**src/rtl/uart_enigma_ctrl.sv**
```systemverilog
// uart_enigma_ctrl: byte sequencer between a UART and the Enigma cipher core.
//   Letters go through the cipher and are sent back, '#'+3 letters loads the
//   rotor positions, whitespace is echoed, anything else is answered with '?'.
// Ports: rx_valid/rx_data (UART receive), tx_valid/tx_data/tx_active (UART
//   transmit, owned exclusively), enc_req/enc_in/enc_ack/enc_out (cipher
//   handshake), cfg_we/cfg_addr/cfg_data (rotor write), busy, overrun (sticky).
module uart_enigma_ctrl #(
  parameter logic [7:0] CMD_CHAR    = 8'h23,
  parameter int         ENC_TIMEOUT = 1024,
  parameter int         TXR_TIMEOUT = 8
) (
  input  logic       clk,
  input  logic       rst_n,
  input  logic       rx_valid,
  input  logic [7:0] rx_data,
  input  logic       tx_active,
  output logic       tx_valid,
  output logic [7:0] tx_data,
  output logic       enc_req,
  output logic [4:0] enc_in,
  input  logic       enc_ack,
  input  logic [4:0] enc_out,
  output logic       cfg_we,
  output logic [1:0] cfg_addr,
  output logic [4:0] cfg_data,
  output logic       busy,
  output logic       overrun
);

  // One counter serves both the cipher timeout and the tx_active rise timeout.
  localparam int TMO_MAX = (ENC_TIMEOUT > TXR_TIMEOUT) ? ENC_TIMEOUT : TXR_TIMEOUT;
  localparam int TMO_W   = $clog2(TMO_MAX) + 1;
  localparam logic [TMO_W-1:0] ENC_LAST = TMO_W'(ENC_TIMEOUT - 1);
  localparam logic [TMO_W-1:0] TXR_LAST = TMO_W'(TXR_TIMEOUT - 1);
  localparam logic [TMO_W-1:0] TMO_ONE  = TMO_W'(1);
  localparam logic [7:0] CH_QUERY = 8'h3F;
  localparam logic [7:0] CH_BANG  = 8'h21;

  typedef enum logic [2:0] {
    IDLE, ENC_REQ, CMD, TX_LAUNCH, TX_RISE, TX_FALL
  } state_t;

  state_t           state_q, state_d;
  logic             enc_req_q, enc_req_d;
  logic [4:0]       enc_in_q, enc_in_d;
  logic             tx_valid_q, tx_valid_d;
  logic [7:0]       tx_data_q, tx_data_d;
  logic             cfg_we_q, cfg_we_d;
  logic [1:0]       cfg_addr_q, cfg_addr_d;
  logic [4:0]       cfg_data_q, cfg_data_d;
  logic             busy_q, busy_d;
  logic             overrun_q, overrun_d;
  logic [1:0]       cmd_idx_q, cmd_idx_d;
  logic [TMO_W-1:0] tmo_q, tmo_d;

  logic       rx_letter;
  logic       rx_echo;
  logic [4:0] rx_idx;

  assign rx_letter = ((rx_data >= 8'h41) && (rx_data <= 8'h5A)) ||
                     ((rx_data >= 8'h61) && (rx_data <= 8'h7A));
  assign rx_echo   = (rx_data == 8'h20) || (rx_data == 8'h0D) || (rx_data == 8'h0A);
  // 'A' and 'a' both have low five bits 1, so one subtract covers either case.
  assign rx_idx    = rx_data[4:0] - 5'd1;

  always_comb begin
    state_d    = state_q;
    enc_req_d  = enc_req_q;
    enc_in_d   = enc_in_q;
    tx_valid_d = 1'b0;
    tx_data_d  = tx_data_q;
    cfg_we_d   = 1'b0;
    cfg_addr_d = cfg_addr_q;
    cfg_data_d = cfg_data_q;
    overrun_d  = overrun_q;
    cmd_idx_d  = cmd_idx_q;
    tmo_d      = tmo_q;

    if (rx_valid && (state_q != IDLE) && (state_q != CMD)) overrun_d = 1'b1;

    case (state_q)
      IDLE: begin
        if (rx_valid) begin
          if (rx_letter) begin
            enc_in_d  = rx_idx;
            enc_req_d = 1'b1;
            tmo_d     = '0;
            state_d   = ENC_REQ;
          end else if (rx_data == CMD_CHAR) begin
            cmd_idx_d = 2'd0;
            state_d   = CMD;
          end else if (rx_echo) begin
            tx_data_d = rx_data;
            state_d   = TX_LAUNCH;
          end else begin
            tx_data_d = CH_QUERY;
            state_d   = TX_LAUNCH;
          end
        end
      end
      ENC_REQ: begin
        if (enc_ack) begin
          enc_req_d = 1'b0;
          tx_data_d = 8'h41 + {3'b000, enc_out};
          // Launch straight from the ack edge when the line is free, so the
          // reply strobe follows the ack by a single cycle.
          if (!tx_active) begin
            tx_valid_d = 1'b1;
            tmo_d      = '0;
            state_d    = TX_RISE;
          end else begin
            state_d    = TX_LAUNCH;
          end
        end else if (tmo_q == ENC_LAST) begin
          enc_req_d = 1'b0;
          tx_data_d = CH_QUERY;
          state_d   = TX_LAUNCH;
        end else begin
          tmo_d = tmo_q + TMO_ONE;
        end
      end
      CMD: begin
        if (rx_valid) begin
          if (rx_letter) begin
            cfg_we_d   = 1'b1;
            cfg_addr_d = cmd_idx_q;
            cfg_data_d = rx_idx;
            cmd_idx_d  = cmd_idx_q + 2'd1;
            if (cmd_idx_q == 2'd2) begin
              tx_data_d = CH_BANG;
              state_d   = TX_LAUNCH;
            end
          end else begin
            tx_data_d = CH_QUERY;
            state_d   = TX_LAUNCH;
          end
        end
      end
      TX_LAUNCH: begin
        if (!tx_active) begin
          tx_valid_d = 1'b1;
          tmo_d      = '0;
          state_d    = TX_RISE;
        end
      end
      TX_RISE: begin
        if (tx_active)              state_d = TX_FALL;
        else if (tmo_q == TXR_LAST) state_d = IDLE;
        else                        tmo_d   = tmo_q + TMO_ONE;
      end
      TX_FALL: begin
        if (!tx_active) state_d = IDLE;
      end
      default: state_d = IDLE;
    endcase

    busy_d = (state_d != IDLE);
  end

  always_ff @(posedge clk or negedge rst_n) begin
    if (!rst_n) begin
      state_q    <= IDLE;
      enc_req_q  <= 1'b0;
      enc_in_q   <= '0;
      tx_valid_q <= 1'b0;
      tx_data_q  <= '0;
      cfg_we_q   <= 1'b0;
      cfg_addr_q <= '0;
      cfg_data_q <= '0;
      busy_q     <= 1'b0;
      overrun_q  <= 1'b0;
      cmd_idx_q  <= '0;
      tmo_q      <= '0;
    end else begin
      state_q    <= state_d;
      enc_req_q  <= enc_req_d;
      enc_in_q   <= enc_in_d;
      tx_valid_q <= tx_valid_d;
      tx_data_q  <= tx_data_d;
      cfg_we_q   <= cfg_we_d;
      cfg_addr_q <= cfg_addr_d;
      cfg_data_q <= cfg_data_d;
      busy_q     <= busy_d;
      overrun_q  <= overrun_d;
      cmd_idx_q  <= cmd_idx_d;
      tmo_q      <= tmo_d;
    end
  end

  assign tx_valid = tx_valid_q;
  assign tx_data  = tx_data_q;
  assign enc_req  = enc_req_q;
  assign enc_in   = enc_in_q;
  assign cfg_we   = cfg_we_q;
  assign cfg_addr = cfg_addr_q;
  assign cfg_data = cfg_data_q;
  assign busy     = busy_q;
  assign overrun  = overrun_q;

endmodule

```
**config.mk**
```make
export PLATFORM = sky130hd
export DESIGN_NAME = uart_enigma_ctrl
export DESIGN_NICKNAME = d
export VERILOG_FILES = /design/src/rtl/uart_enigma_ctrl.sv
export SDC_FILE = /design/constraint.sdc
export NUM_CORES = 1
export LEC_CHECK = 0
export CORE_MARGIN = 8
export CORE_UTILIZATION = 45
export CTS_BUF_LIST = sky130_fd_sc_hd__clkbuf_16
export CTS_CLUSTER_DIAMETER = 60
export DETAILED_ROUTE_END_ITERATION = 16
export PLACE_DENSITY_LB_ADDON = 0.08
export REMOVE_ABC_BUFFERS = 1
export SLEW_MARGIN = 20
export SYNTH_ARGS = -nofsm -noshare
export SYNTH_HDL_FRONTEND = slang
export SYNTH_SLANG_ARGS = --single-unit
```
**constraint.sdc**
```tcl
create_clock -name clk -period 2.55 [get_ports clk]
set_input_delay 0.51 -clock clk [delete_from_list [all_inputs] [get_ports clk]]
set_output_delay 0.51 -clock clk [all_outputs]
set_load 0.05 [all_outputs]
```
==> flow_results.xml <==
<?xml version="1.0" encoding="UTF-8"?>
<metrics>
  <group name="status">
    <metric name="status" unit="">complete, no violations</metric>
  </group>
  <group name="setup_path">
    <metric name="critPathCaptureType" unit="">flip-flop</metric>
    <metric name="reg2reg_setup_slack" unit="ns">0.41</metric>
    <metric name="timing.critical_path.arrival" unit="ns">2.64</metric>
    <metric name="critical_path_required" unit="ns">2.72</metric>
    <metric name="critical_path_cell_list" unit="">clkdlybuf4s50_1 &gt; buf_4 &gt; buf_4 &gt; ha_1 &gt; nor2b_1 &gt; nand4_1 &gt; and3b_2 &gt; o211ai_4 &gt; mux2_2</metric>
    <metric name="crit_slowest_cell" unit="">clkdlybuf4s50_1</metric>
    <metric name="crit_family" unit="">buffers and inverters</metric>
    <metric name="timing.critical_path.mode_cell" unit="">buf_4</metric>
    <metric name="timing.rr.start" unit="">tmo_q[0]</metric>
    <metric name="crit_buf_inv" unit="">3</metric>
    <metric name="critical_path_class" unit="">input port to flip-flop</metric>
    <metric name="timing.critical_path.fanout_max" unit="">8</metric>
    <metric name="slowest_delay" unit="ns">0.49</metric>
    <metric name="startpoint_type" unit="">input port</metric>
    <metric name="r2r_path_end" unit="">tx_data[0]</metric>
    <metric name="rr_worst_depth" unit="">8</metric>
  </group>
  <group name="route">
    <metric name="dr_total_vias" unit="">2210</metric>
    <metric name="postRouteWirelength" unit="um">6350</metric>
    <metric name="routed_wire_per_std_cell" unit="um">15.5</metric>
    <metric name="detail_route.drc_violations" unit="">0</metric>
    <metric name="iteration_0_drc_markers" unit="">94</metric>
    <metric name="postRouteAntennaNets" unit="">0</metric>
    <metric name="firstDrtPassIters" unit="">4</metric>
    <metric name="avgViaCountPerCell" unit="">5.39</metric>
  </group>
  <group name="sta">
    <metric name="timing.final.setup_violations" unit="">0</metric>
    <metric name="period_share" unit="%">97.1</metric>
    <metric name="post_route_setup_slack" unit="ns">0.0728</metric>
    <metric name="timing_worst_slew_pin_value" unit="ns">0.960</metric>
    <metric name="total_count_of_max_transition_violations_in_the_final_report" unit="">0</metric>
    <metric name="hold_viol" unit="">0</metric>
    <metric name="max_clock_freq" unit="GHz">0.404</metric>
    <metric name="period_needed" unit="ns">2.48</metric>
    <metric name="clock-skew-final" unit="ns">0.00389</metric>
    <metric name="slew-limit-headroom" unit="%">36.0</metric>
    <metric name="hold_slack" unit="ns">0.378</metric>
  </group>
  <group name="placed_design">
    <metric name="gp_congestion" unit="">0.818</metric>
    <metric name="hpwlAfterDp" unit="um">4670</metric>
    <metric name="place_worst_setup_slack" unit="ns">-0.310</metric>
    <metric name="place_area" unit="sq um">3260</metric>
    <metric name="port-buffer-count" unit="">42</metric>
  </group>
  <group name="yosys">
    <metric name="number_of_enable_type_register_cells_in_the_synthesized_netlist" unit="">0</metric>
    <metric name="netlist_instances" unit="">252</metric>
    <metric name="post_synth.cell_area_avg" unit="sq um">9.90</metric>
    <metric name="yosys_warnings" unit="">0</metric>
    <metric name="post_synth_instance_area" unit="sq um">2490</metric>
    <metric name="post_synth_num_cell_types" unit="">57</metric>
    <metric name="asyncSetResetFlopFracSynth" unit="%">100</metric>
    <metric name="synth_seq_area_share" unit="%">41.1</metric>
    <metric name="synth.ff_latch_count" unit="">41</metric>
    <metric name="synth_flop_cell" unit="">dfrtp_1</metric>
  </group>
  <group name="layout">
    <metric name="layout.cells.most_common_list" unit="">buf_4, dfrtp_1, clkdlybuf4s50_1, nand2_1, o21ai_0</metric>
    <metric name="regArea" unit="sq um">1030</metric>
    <metric name="stdcell_area" unit="sq um">3480</metric>
    <metric name="layout_cell_share_with_drive_strength_beyond_1" unit="%">25.7</metric>
    <metric name="count_of_antenna_diodes_in_the_layout" unit="">0</metric>
    <metric name="finish.net_count" unit="">363</metric>
    <metric name="layout.cells.most_common" unit="">buf_4</metric>
    <metric name="fillerInstances" unit="">466</metric>
    <metric name="final_core_utilization" unit="%">64.0</metric>
    <metric name="multi_input_comb_area" unit="sq um">1360</metric>
    <metric name="area_growth_syn_to_layout" unit="%">39.6</metric>
  </group>
  <group name="floorplan">
    <metric name="chipWidth" unit="um">90.5</metric>
    <metric name="core.rowCount" unit="">27</metric>
    <metric name="floorplan.initialDensity" unit="%">45.9</metric>
    <metric name="core_area" unit="sq um">5440</metric>
    <metric name="design.die.area" unit="sq um">8180</metric>
    <metric name="chipHeight" unit="um">90.5</metric>
    <metric name="top_level_ports" unit="">43</metric>
  </group>
  <group name="clock_network">
    <metric name="cts.sink_count" unit="">41</metric>
    <metric name="clk_path_buf_depth" unit="">2</metric>
    <metric name="clock-root-buffer" unit="">clkbuf_16</metric>
    <metric name="htree_num_levels" unit="">2</metric>
    <metric name="cts.reportedPaths.clkPinSlew" unit="ns">0.06</metric>
    <metric name="clock_insertion_delay_worst_skew" unit="ns">0.28</metric>
    <metric name="tritoncts" unit="">yes</metric>
    <metric name="cts-hold-fix-buffers" unit="">0</metric>
    <metric name="tritoncts.num_buffers" unit="">5</metric>
  </group>
  <group name="min_path">
    <metric name="worstHoldPathType" unit="">input port to asynchronous set/reset pin</metric>
  </group>
  <group name="global_routing">
    <metric name="grt_start_max_net_pins" unit="">42</metric>
    <metric name="global_route_wire_length_before_repair" unit="um">11000</metric>
    <metric name="grt_antenna_before_repair" unit="">0</metric>
    <metric name="globalRouteTotalUtil" unit="%">15.9</metric>
    <metric name="first_global_vias" unit="">2310</metric>
    <metric name="grt-ovfl-total" unit="">0</metric>
  </group>
  <group name="run">
    <metric name="cap_violations" unit="">0</metric>
  </group>
  <group name="power_and_ir_drop">
    <metric name="power.density_cell_area" unit="nW/um^2">1130</metric>
    <metric name="leakage" unit="nW">1.52</metric>
    <metric name="worst_ir_drop_vdd" unit="mV">0.556</metric>
  </group>
</metrics>
-- stage by stage --
stage               setup TNS, ns  power (mW)  cells
floorplan                       0        2.36    241
global placement           -10.64        3.07    400
detailed placement          -7.21        3.11    400
CTS                             0        3.95    408
global route              -0.0483        4.17    410
finish                          0        3.93    410
-- cells in the mapped netlist, drive strengths merged, types with 2 or more instances --
| master | instances | share of area (%) |
|---|---|---|
| nor3b | 2 | 0.80 |
| nor2b | 6 | 1.5 |
| mux2 | 14 | 6.3 |
| o211ai | 3 | 1.5 |
| xnor2 | 3 | 1.1 |
| nand4 | 7 | 2.6 |
| dfrtp | 41 | 41 |
| a21oi | 14 | 3.3 |
| buf | 10 | 3.1 |
| a31oi | 12 | 3.0 |
| nor2 | 7 | 1.1 |
| and2 | 3 | 0.80 |
| and3b | 2 | 0.70 |
| inv | 13 | 2.0 |
| xor2 | 3 | 1.1 |
| nand2 | 21 | 3.2 |
| o21ai | 19 | 3.8 |
| o311ai | 3 | 1.1 |
| or3b | 4 | 1.6 |
| nor3 | 8 | 1.6 |
| and3 | 3 | 0.75 |
| a41oi | 3 | 1.1 |
| nand3 | 9 | 1.8 |
| o31ai | 2 | 0.60 |
| ha | 8 | 4.0 |
| nor4 | 2 | 0.50 |
| o32ai | 2 | 1.0 |
| nand2b | 7 | 1.8 |
| o22ai | 2 | 0.50 |
| and4 | 3 | 1.1 |
-- final cells by class --
class | count | area share [%]
Clock buffer | 5 | 3.59
Tap cell | 72 | 2.59
Sequential cell | 41 | 29.5
Multi-Input combinational cell | 187 | 38.9
Inverter | 13 | 1.40
Clock inverter | 3 | 1.87
Timing Repair Buffer | 89 | 22.2
-- flip-flops by register name, summed over array words and instances, names as in the netlist --
register / flops
state_q: 3
tx_valid: 1
tx_data: 8
cfg_we: 1
cfg_addr: 2
cfg_data: 5
busy: 1
enc_req: 1
tmo_q: 11
enc_in: 5
cmd_idx_q: 2
overrun: 1
-- cells by family (layout without fill, tap and decap cells) --
logic type | Yosys count | in the layout | share of synthesized area (%)
DFF | 41 | 41 | 41.1
adders and majority gates | 8 | 8 | 4.01
muxes | 14 | 14 | 6.32
xor gates and xnor gates | 6 | 6 | 2.11
AOI/OAI and AO/OA | 73 | 73 | 20.9
and+or+nand+nor | 86 | 86 | 20.3
buffers and inverters | 24 | 110 | 5.22
-- worst reg2reg max path, stage by stage (launching register included) --
cell and delay, ns:
dfrtp_1 0.41, ha_1 0.20, and3b_1 0.19, buf_4 0.13, nand4_1 0.12, buf_4 0.18
a31oi_1 0.28, o211ai_4 0.21, mux2_2 0.32
-- power by group --
group / total [mW] / leakage (nW) / switching, mW / internal (mW)
Combinational: 2.06 / 0.920 / 1.24 / 0.819
Sequential: 1.05 / 0.508 / 0.180 / 0.871
Clock: 0.818 / 0.0938 / 0.259 / 0.559
Total: 3.93 / 1.52 / 1.68 / 2.25
-- metal layers --
layer  share of wire (%)  vias up  global-route usage [%]  wire length (um)
met4                0.76        0                    4.58                48
met5                   0        -                       0                 0
li1                    -     1111                       -                 -
met2                  49       37                    27.0              3110
met3                 4.0        5                    3.41               251
met1                  46     1057                    19.6              2940
-- worst max path at each step --
stage,cells past startpoint,startpoint,end
global placement,8,rx_data[0],tmo_q[8]
detailed placement,8,rx_data[0],tmo_q[6]
finish,9,rx_data[1],tx_data[0]
global route,9,rx_data[1],tx_data[2]
floorplan,4,state_q[1],cfg_data[2]
CTS,8,rx_data[1],cfg_data[3]
-- timing repair --
| item | 4_1_cts | 5_1_grt |
|---|---|---|
| endpoints found under the setup margin | 0 | 26 |
| buffers inserted | 0 | 2 |
| resized for setup | 0 | 5 |
No activity file was read; power rests on OpenSTA's default activity.
